--- src/rtl/dem_dwa_sched.sv ---
// dem_dwa_sched: sample strobe, LFSR dither and DWA rotated element select with IDLE/WARMUP/RUN/DRAIN sequencing.
// Optional `DEM_PTR_DITHER_EN adds lfsr[1] to the rotation pointer advance.
module dem_dwa_sched #(
  parameter int          N_ELEM = 8,
  parameter int          PTR_W  = 3,
  parameter int          DIV    = 4,
  parameter int          WARMUP = 16,
  parameter logic [15:0] SEED   = 16'hACE1
) (
  input  logic              clk,
  input  logic              rstn,
  input  logic              run,
  input  logic [PTR_W:0]    V,
  output logic              clk_en,
  output logic [1:0]        dither,
  output logic [N_ELEM-1:0] sel,
  output logic [PTR_W-1:0]  ptr,
  output logic              busy,
  output logic              v_err
);
  localparam int CW = $clog2(DIV);
  localparam int WW = $clog2(WARMUP + 1);
  typedef enum logic [1:0] {S_IDLE, S_WARM, S_RUN, S_DRAIN} state_t;
  state_t              state;
  logic [CW-1:0]       cnt;
  logic [WW-1:0]       warm_cnt;
  logic [15:0]         lfsr;
  logic                over;
  logic [PTR_W:0]      ve;
  logic [PTR_W-1:0]    psum;
  logic [2*N_ELEM-1:0] rot;
  logic [N_ELEM-1:0]   nsel;
  always_comb begin
    over = V > (PTR_W+1)'(N_ELEM);
    ve   = over ? (PTR_W+1)'(N_ELEM) : V;
    // thermometer of ve ones, rotated by ptr; the upper half folds back onto the lower
    rot  = (((2*N_ELEM)'(1) << ve) - (2*N_ELEM)'(1)) << ptr;
    nsel = rot[N_ELEM-1:0] | rot[2*N_ELEM-1:N_ELEM];
`ifdef DEM_PTR_DITHER_EN
    psum = PTR_W'({1'b0, ptr} + ve + (PTR_W+1)'(lfsr[1]));
`else
    psum = PTR_W'({1'b0, ptr} + ve);
`endif
  end
  assign busy   = state != S_IDLE;
  assign clk_en = busy && cnt == CW'(DIV - 1);
  assign dither = lfsr[0] ? 2'b01 : 2'b11;
  always_ff @(posedge clk) begin
    if (!rstn) begin
      state    <= S_IDLE;
      cnt      <= '0;
      warm_cnt <= '0;
      ptr      <= '0;
      sel      <= '0;
      lfsr     <= SEED;
      v_err    <= 1'b0;
    end else begin
      cnt <= (!busy || clk_en) ? '0 : cnt + 1'b1;
      if (clk_en && (state == S_WARM || state == S_RUN))
        lfsr <= {lfsr[0] ^ lfsr[2] ^ lfsr[3] ^ lfsr[5], lfsr[15:1]};
      case (state)
        S_IDLE: if (run) begin
          state    <= S_WARM;
          warm_cnt <= '0;
        end
        S_WARM: if (!run) begin
          state    <= S_IDLE;
          cnt      <= '0;
          warm_cnt <= '0;
        end else if (clk_en) begin
          warm_cnt <= (warm_cnt == WW'(WARMUP - 1)) ? '0 : warm_cnt + 1'b1;
          if (warm_cnt == WW'(WARMUP - 1)) state <= S_RUN;
        end
        S_RUN: if (!run) state <= S_DRAIN;
        else if (clk_en) begin
          sel <= nsel;
          ptr <= psum;
          if (over) v_err <= 1'b1;
        end
        default: if (clk_en) begin
          sel   <= '0;
          state <= S_IDLE;
        end
      endcase
    end
  end
endmodule

--- config.mk ---
export PLATFORM = sky130hd
export DESIGN_NAME = dem_dwa_sched
export DESIGN_NICKNAME = d
export VERILOG_FILES = /design/src/rtl/dem_dwa_sched.sv
export SDC_FILE = /design/constraint.sdc
export NUM_CORES = 1
export LEC_CHECK = 0
export CAP_MARGIN = 15
export CELL_PAD_IN_SITES_DETAIL_PLACEMENT = 0
export CELL_PAD_IN_SITES_GLOBAL_PLACEMENT = 1
export CORE_MARGIN = 4
export CORE_UTILIZATION = 37
export DETAILED_ROUTE_END_ITERATION = 10
export GPL_TIMING_DRIVEN = 0
export HOLD_SLACK_MARGIN = 0.06
export PLACE_DENSITY = 0.78
export SETUP_SLACK_MARGIN = 0.3
export SYNTH_ARGS = -nofsm -noshare
export SYNTH_HDL_FRONTEND = slang
export SYNTH_SLANG_ARGS = --single-unit
--- constraint.sdc ---
create_clock -name clk -period 3 [get_ports clk]
set_clock_uncertainty 0.2 [all_clocks]
set_input_delay 0.6 -clock clk [delete_from_list [all_inputs] [get_ports clk]]
set_output_delay 0.6 -clock clk [all_outputs]
set_load 0.02 [all_outputs]
Word level (Yosys, flattened, before mapping)
Cells that the tools add are included.
Operators by class
  add/subtract/negate cells: 4
  magnitude comparators: 1
  equal/unequal tests: 9
  shifts and indexed selects: 2
  mux-type cells: 21
  bitwise logic cells: 5
  reductions and logical operators: 15
Operators with widths (count)
  $mux 8: 3
  $mux 2: 10
  $mux 5: 4
  $pmux 8 s2: 1
  $shl 1x4->16 const A: 1
  $shl 16x3->16: 1
  $sub 16x2->16 const B: 1
  $pmux 5 s2: 1
  $reduce_and 3->1: 3
  $or 8x8->8: 1
  $ne 2x2->1 const B: 3
  $pmux 2 s3: 1
  $add 5x1->5 const B: 1
  $eq 5x4->1 const B: 1
  $reduce_and 5->1: 1
  $eq 2x2->1 const B: 2
  $gt 4x4->1 const B: 1
  $mux 4: 1
  $reduce_and 4->1: 1
  $reduce_bool 2->1: 2
  $reduce_bool 4->1: 1
  $add 3x3->3: 1
  $ne 3x2->1 const B: 1
  $ne 3x3->1 const B: 1
  9 further kinds: 13
Word-level totals
  flip-flop bits (word level): 37
  input port bits: 7
  logic and storage cells: 64

Longest topological paths before layout
Gate-level depths: netlist of run 1.
  depth in word-level cells: 9
  gate-level depth with buffers: 9

Worst setup path before layout of run 1
No wires, ideal clock.
  kind: input-to-reg
  start: input port V[2]
  end: register sel[7]
  arrival time: 2634 ps
  required time: 2683 ps
  slack: 49 ps
  cell stages on the path: 8
  cell sequence: clkbuf_1 or4b_2 ha_1 and2_1 o2111a_1 o31ai_1 mux2i_1 a22o_1
On the way
  cells in the longest elaborated chain, start to end: 9
RTL lines
  from (decl): RTL line 13  | input logic [PTR_W:0] V,
  $gt 4x4->1: RTL line 34  | over = V > (PTR_W+1)'(N_ELEM);
  $mux 4 *: RTL line 35  | ve = over ? (PTR_W+1)'(N_ELEM) : V;
  $shl 1x4->16 *: RTL line 37  | rot = (((2*N_ELEM)'(1) << ve) - (2*N_ELEM)'(1)) << ptr;
  $sub 16x2->16 *: RTL line 37
  $shl 16x3->16 *: RTL line 37
  $or 8x8->8 *: RTL line 38  | nsel = rot[N_ELEM-1:0] | rot[2*N_ELEM-1:N_ELEM];
  $mux 8 *: RTL line 75  | else if (clk_en) begin
  $mux 8 *: RTL line 74  | S_RUN: if (!run) state <= S_DRAIN;
  $pmux 8 s2 *: RTL line 61  | case (state)
  to (signal assigned): RTL line 76  | sel <= nsel;
  to (decl): RTL line 16  | output logic [N_ELEM-1:0] sel,
Every way passes the cells marked *; elsewhere a longest branch is shown, timed or not. The select of a mux whose other input is x is not followed.
A chain may end at the register's enable or synchronous reset.

Worst setup path in the final report of run 1
  start: input port V[2]
  end: register sel[1]
The elaborated chain is that of the path after synthesis.

==> key figures, run 1 <==
Place
  – Gpl congestion: 0.815
  – Post-DP HPWL: 3.10 mm
  – PortBufs: 19
  – Place WS: -0.318 ns
  – Placed Cells: 331

Synth
  – Syn nets: 257
  – Syn Std Cell Area: 0.00200 mm2
  – Syn Inst Count: 242
  – Yosys warnings: 0
  – Post-synthesis sequential element count: 37
  – EDFF count, synth: 0
  – Area contributors post-synth: dfxtp_1 37%, nand2_1 9.2%, ha_1 4.4%, a21boi_0 3.8%, nand3_1 2.8%
  – Post-synthesis sequential area ratio: 37.0%
  – Fraction of registers with async set or reset after synthesis: 0%
  – Syn_area_per_cell: 8.27 um2
  – Main synth FF type: dfxtp_1
  – Leading area contributor after synthesis: dfxtp_1
  – Post-synth top area share: 37.0%
  – Synth unique cells: 49

Floorplan
  – I/O Pins: 23
  – Row count: 26
  – Core Area: 0.00517 mm2
  – Die Area: 0.00665 mm2
  – Die Wd: 81.6 um
  – Die Y: 81.6 um
  – Initial core utilization: 38.7%

STA
  – Max Clock Freq: 0.386 GHz
  – RSZ-0062 raised after global routing: false
  – Fin worst setup slack: 0.412 ns
  – Slew Viols, Final: 0
  – Period utilization: 86.3%
  – Worst slew margin: 60.9%
  – Worst-Margin Slew: 0.584 ns
  – Final Hold Viols: 0
  – Final setup fails: 0
  – Worst hold slack: 0.239 ns
  – Min Tclk post-route: 2.59 ns

Clock tree
  – CTS buffer count: 5
  – Bufs on Longest Clock Path: 2
  – Clock sink total: 37
  – Hold Buf Count CTS: 0
  – H-Tree Level Count: 2
  – Clock transition at path regs: 0.07 ns
  – Clock Latency Late Sink: 0.29 ns
  – Root Buffer: clkbuf_8
  – CTS tree: yes

Flow run
  – Max Cap Viol: 0

Detailed routing
  – Final wirelength: 4.26 mm
  – Drt pass-1 iters: 4
  – Routed WL per cell: 12.3 um
  – Post-route ant nets: 0
  – Via-to-Cell Ratio: 5.11
  – Initial DRC count: 77
  – Via count: 1763
  – # DRC: 0

Worst setup path
  – Setup crit end kind: flop
  – Crit path DAT: 2.56 ns
  – Worst setup path startpoint: V[2]
  – Type of the worst setup path: input pin to flop
  – Req. time, crit path: 2.97 ns
  – Worst reg2reg startpoint: state[1]
  – Reg2Reg Setup Slack: 0.68 ns
  – Peak fanout along the critical path: 4
  – Startpoint types: input pin

Finish
  – Most common cell after layout, fill and taps aside: nand2_1
  – Share of cells above drive strength 1: 13.8%
  – Most frequent cells in the layout: 49 x nand2_1, 37 x dfxtp_1, 15 x clkdlybuf4s50_1
  – Total area of multi-input combinational cells: 0.00120 mm2
  – N_diodes: 0
  – Total Nets Final: 289
  – FILL cells: 502
  – Final Core Density: 48.3%
  – Area Growth Syn to Fin: 24.7%
  – Register area: 741 um2
  – Fin cells: 345

Global route
  – Vias in the first global route: 1559
  – Largest net degree at the start of global routing: 14
  – Gr usage total: 13.7%
  – Global route overflow: 0
  – Initial antenna violation count: 0
  – First-pass GRT wire length: 7.19 mm

Run status
  – Status: finished, final reports clean

Power and ir drop
  – Pwr Total: 1.19 mW
  – Pleak: 0.984 nW
  – Power Dens Cells: 476 mW/mm2
  – Peak supply drop: 220 uV

Hold path
  – Hold Crit Class: flop to flop
  – Hold Startpoint: warm_cnt[4]
## cell usage after synthesis (all sizes together) (6+ instances only)
cell and instances:
ha 7, clkbuf 9, dfxtp 37, o21ai 7
a21boi 10, nor2 12, nand2 49, inv 11
nor2b 6, a21oi 7, nand3 11
## per-layer routing
metal | share of wire, % | global-route usage [%] | up-vias
met4 | 0.87 | 4.56 | 0
met3 | 4.8 | 3.29 | 4
met2 | 45 | 21.3 | 43
li1 | - | - | 908
met1 | 50 | 18.5 | 808
met5 | 0 | 0 | -
## kinds of logic after synthesis
| group | count (synthesis) | share of synthesized area [%] |
|---|---|---|
| other cells | 1 | 0.187 |
| compound gates | 55 | 20.1 |
| simple gates | 103 | 24.8 |
| mux | 6 | 3.69 |
| fa+ha+maj | 8 | 5.37 |
| xor+xnor | 7 | 3.06 |
| buf+inv | 25 | 5.81 |
| flops | 37 | 37.0 |
## worst max-delay path: stages
cell      delay, ns
clkbuf_2       0.12
clkbuf_8       0.14
or4b_4         0.54
ha_4           0.19
and2_4         0.15
o2111a_2       0.26
o21ai_2        0.14
o21ai_2        0.08
a221o_1        0.33
## stage by stage
stage | setup TNS (ns) | area, um2
floorplan | 0 | 2020
global placement | -1.82 | 2300
detailed placement | -1.75 | 2300
CTS | 0 | 2460
global route | 0 | 2500
finish | 0 | 2500
## state kept, by name, indices dropped and copies added (netlist names)
signal,cells
sel,8
state,2
warm_cnt,5
cnt,2
ptr,3
lfsr,16
v_err,1
## area by class of cell
| type | instances | area share (%) |
|---|---|---|
| Multi-Input combinational cell | 180 | 48.1 |
| Clock inverter | 3 | 1.85 |
| Buffer | 14 | 3.71 |
| Inverter | 11 | 1.65 |
| Timing Repair Buffer | 25 | 8.77 |
| Clock buffer | 5 | 2.76 |
| Sequential cell | 37 | 29.7 |
| Tap cell | 70 | 3.51 |
## report_power, final
part / internal [mW] / switching [mW] / total [mW]
registers: 0.509 / 0.0130 / 0.522
logic: 0.102 / 0.135 / 0.237
clock network: 0.249 / 0.182 / 0.431
total: 0.860 / 0.330 / 1.19
## what timing repair did
action	in CTS	in global routing
gates resized for setup	9	13
pin swaps	2	4
endpoints found under the setup margin	9	8
buffers inserted	4	2
endpoints found under the hold margin	0	0
## worst paths after layout
kind	to	depth (start not counted)
worst min-delay path	warm_cnt[4]	2
worst min register to register	warm_cnt[4]	2
worst max register to register	sel[5]	7
worst max-delay path	sel[1]	9
Note: power is estimated with default switching activity, not from simulation.
==> inputs of run 2 (changes only) <==
Settings changed: SLEW_MARGIN from default to 5.
Clock period 3 ns to 2.1 ns, I/O delays scaled along.
==> run 2 against run 1 <==
  * The flow now finishes with violations (setup timing)
  * Flip-flop and latch count is the same
  * Critical path depth is the same
  * Largest power group unchanged
  * Total power grew 60%
  * Design area grew 15%
  * Worst setup slack lost 0.63 ns
  * Critical path type unchanged
==> key figures, run 2 (synthesis results as in run 1) <==
Hold path
  – Hold Crit Class: flop to flop (unchanged)
  – Hold Startpoint: cnt[0] (was warm_cnt[4])

Finish
  – Register area: 748 um2 (was 741 um2)
  – Final Core Density: 55.5% (was 48.3%)
  – Max reg flops: 16 (unchanged)
  – Total Nets Final: 304 (was 289)
  – Most common cell after layout, fill and taps aside: nand2_1 (unchanged)
  – FILL cells: 473 (was 502)
  – Fin cells: 360 (was 345)
  – Most frequent cells in the layout: 44 x nand2_1, 33 x dfxtp_1, 17 x buf_4 (was 49 x nand2_1, 37 x dfxtp_1, 15 x clkdlybuf4s50_1)
  – Share of cells above drive strength 1: 32.4% (was 13.8%)
  – Area Growth Syn to Fin: 43.4% (was 24.7%)
  – N_diodes: 0 (unchanged)
  – Total area of multi-input combinational cells: 0.00138 mm2 (was 0.00120 mm2)
  – Largest regs: lfsr x16, sel x8, warm_cnt x5 (unchanged)
  – Most flop-heavy register: lfsr (unchanged)

Global route
  – Initial antenna violation count: 0 (unchanged)
  – Vias in the first global route: 1636 (was 1559)
  – First-pass GRT wire length: 7.65 mm (was 7.19 mm)
  – Largest net degree at the start of global routing: 13 (was 14)
  – Gr usage total: 14.6% (was 13.7%)
  – Global route overflow: 0 (unchanged)

Clock tree
  – Hold Buf Count CTS: 0 (unchanged)
  – Bufs on Longest Clock Path: 2 (unchanged)
  – Clock Latency Late Sink: 0.28 ns (was 0.29 ns)
  – H-Tree Level Count: 2 (unchanged)
  – Clock transition at path regs: 0.07 ns (about the same)
  – Clock sink total: 37 (unchanged)
  – Root Buffer: clkbuf_8 (unchanged)
  – CTS tree: yes (unchanged)
  – CTS buffer count: 5 (unchanged)

Floorplan
  – Die Area: 0.00665 mm2 (unchanged)
  – Core Area: 0.00517 mm2 (unchanged)
  – Die Y: 81.6 um (unchanged)
  – I/O Pins: 23 (unchanged)
  – Die Wd: 81.6 um (unchanged)
  – Row count: 26 (unchanged)
  – Initial core utilization: 38.7% (unchanged)

Power and ir drop
  – Switching Fraction: 30.3% (was 27.7%)
  – Clock power frac: 27.3% (was 36.2%)
  – Peak supply drop: 398 uV (was 220 uV)
  – Comb pwr share: 33.1% (was 19.9%)
  – Switch Pwr: 0.577 mW (was 0.330 mW)
  – P_int: 1.33 mW (was 0.860 mW)
  – Pleak: 1.20 nW (was 0.984 nW)
  – Pwr Total: 1.91 mW (was 1.19 mW)
  – Sequential share of power: 39.6% (was 43.9%)
  – Power Dens Cells: 664 mW/mm2 (was 476 mW/mm2)

Detailed routing
  – Via count: 1810 (was 1763)
  – Via-to-Cell Ratio: 5.03 (was 5.11)
  – Routed WL per cell: 12.8 um (was 12.3 um)
  – Drt pass-1 iters: 4 (unchanged)
  – Final wirelength: 4.60 mm (was 4.26 mm)
  – Post-route ant nets: 0 (unchanged)
  – # DRC: 0 (unchanged)
  – Initial DRC count: 49 (was 77)

Worst setup path
  – Worst setup path startpoint: V[3] (was V[2])
  – Req. time, crit path: 2.08 ns (was 2.97 ns)
  – Startpoint types: input pin (unchanged)
  – Type of the worst setup path: input pin to flop (unchanged)
  – Setup crit end kind: flop (unchanged)
  – Reg2Reg Setup Slack: 0.12 ns (was 0.68 ns)
  – Worst reg2reg startpoint: state[0] (was state[1])
  – Crit path DAT: 2.30 ns (was 2.56 ns)
  – Peak fanout along the critical path: 6 (was 4)

STA
  – Slew Viols, Final: 0 (unchanged)
  – Period utilization: 110%
  – Min Tclk post-route: 2.32 ns
  – Max Clock Freq: 0.431 GHz
  – Final Hold Viols: 0 (unchanged)
  – Worst hold slack: 0.251 ns (was 0.239 ns)
  – Final setup fails: 8 (was 0)
  – Fin worst setup slack: -0.220 ns (was 0.412 ns)
  – RSZ-0062 raised after global routing: true (was false)

Run status
  – Failing checks: setup timing
  – Status: finished with violations (was finished, final reports clean)

Flow run
  – Max Cap Viol: 0 (unchanged)

Place
  – Post-DP HPWL: 3.18 mm (was 3.10 mm)
  – Placed Cells: 331 (unchanged)
  – PortBufs: 19 (unchanged)
  – Gpl congestion: 0.830 (was 0.815)
## run 2: changes by cell type in the layout (fill, tap and decap cells not counted), moves of 4 or more
cell,previous run,this run
a21boi_0,10,6
dfxtp_1,37,33
inv_1,11,6
ha_4,1,5
nand2_1,49,44
buf_6,3,12
dlygate4sd2_1,1,12
ha_1,6,1
o21ai_1,0,4
buf_8,0,5
clkdlybuf4s50_1,15,0
buf_4,8,17
clkbuf_1,8,4
## run 2: area by class of cell
type,count,area share [%]
plain buffers,14,4.92
flip-flops and latches,37,26.1
multi-input cells,180,48.1
clock buffers,6,2.88
inverters,11,1.79
clock inverters,2,0.479
well taps,70,3.05
repair buffers,40,12.7
## run 2: power by group through the flow
stage	clock, mW	sequential [mW]	combinational [mW]
after floorplan	0	0.765	0.312
after global placement	0	0.767	0.399
after detailed placement	0	0.768	0.399
after CTS	0.541	0.753	0.478
after global routing	0.585	0.759	0.681
final	0.521	0.756	0.631
## run 2: worst paths after layout
| check | end | cells after the start |
|---|---|---|
| hold reg to reg | cnt[0] | 1 |
| setup reg to reg | sel[5] | 7 |
| setup / recovery | sel[7] | 9 |
| hold / removal | cnt[0] | 1 |
## run 2: layer usage
metal	routed length [um]	up-vias	part of all wire [%]	global-route usage [%]
met5	0	-	0	0
met4	55	0	1.2	5.07
met3	131	4	2.9	2.96
met2	2070	24	45	23.0
met1	2340	841	51	19.9
li1	-	941	-	-
## run 2: worst max-delay path, stage by stage
cell	delay, ns
buf_8	0.10
buf_8	0.10
or4b_4	0.54
ha_4	0.20
and2_4	0.14
o2111a_1	0.25
o31ai_2	0.26
mux2i_1	0.11
a22o_1	0.18
## run 2: through the flow
| step | setup slack [ns] | instance area [um2] | setup TNS [ns] |
|---|---|---|---|
| 2_1_floorplan | -0.349 | 2130 | -1.86 |
| 3_3_place_gp | -1.05 | 2400 | -8.76 |
| 3_5_place_dp | -1.04 | 2400 | -8.55 |
| 4_1_cts | -0.222 | 2650 | -1.09 |
| 5_1_grt | -0.300 | 2870 | -1.58 |
| 6_report | -0.220 | 2870 | -1.21 |
## run 2: timing repair
item                                    4_1_cts  5_1_grt
buffers inserted                             12        9
gates resized for setup                      58       56
pin swaps                                    13       22
endpoints found under the setup margin       43       28
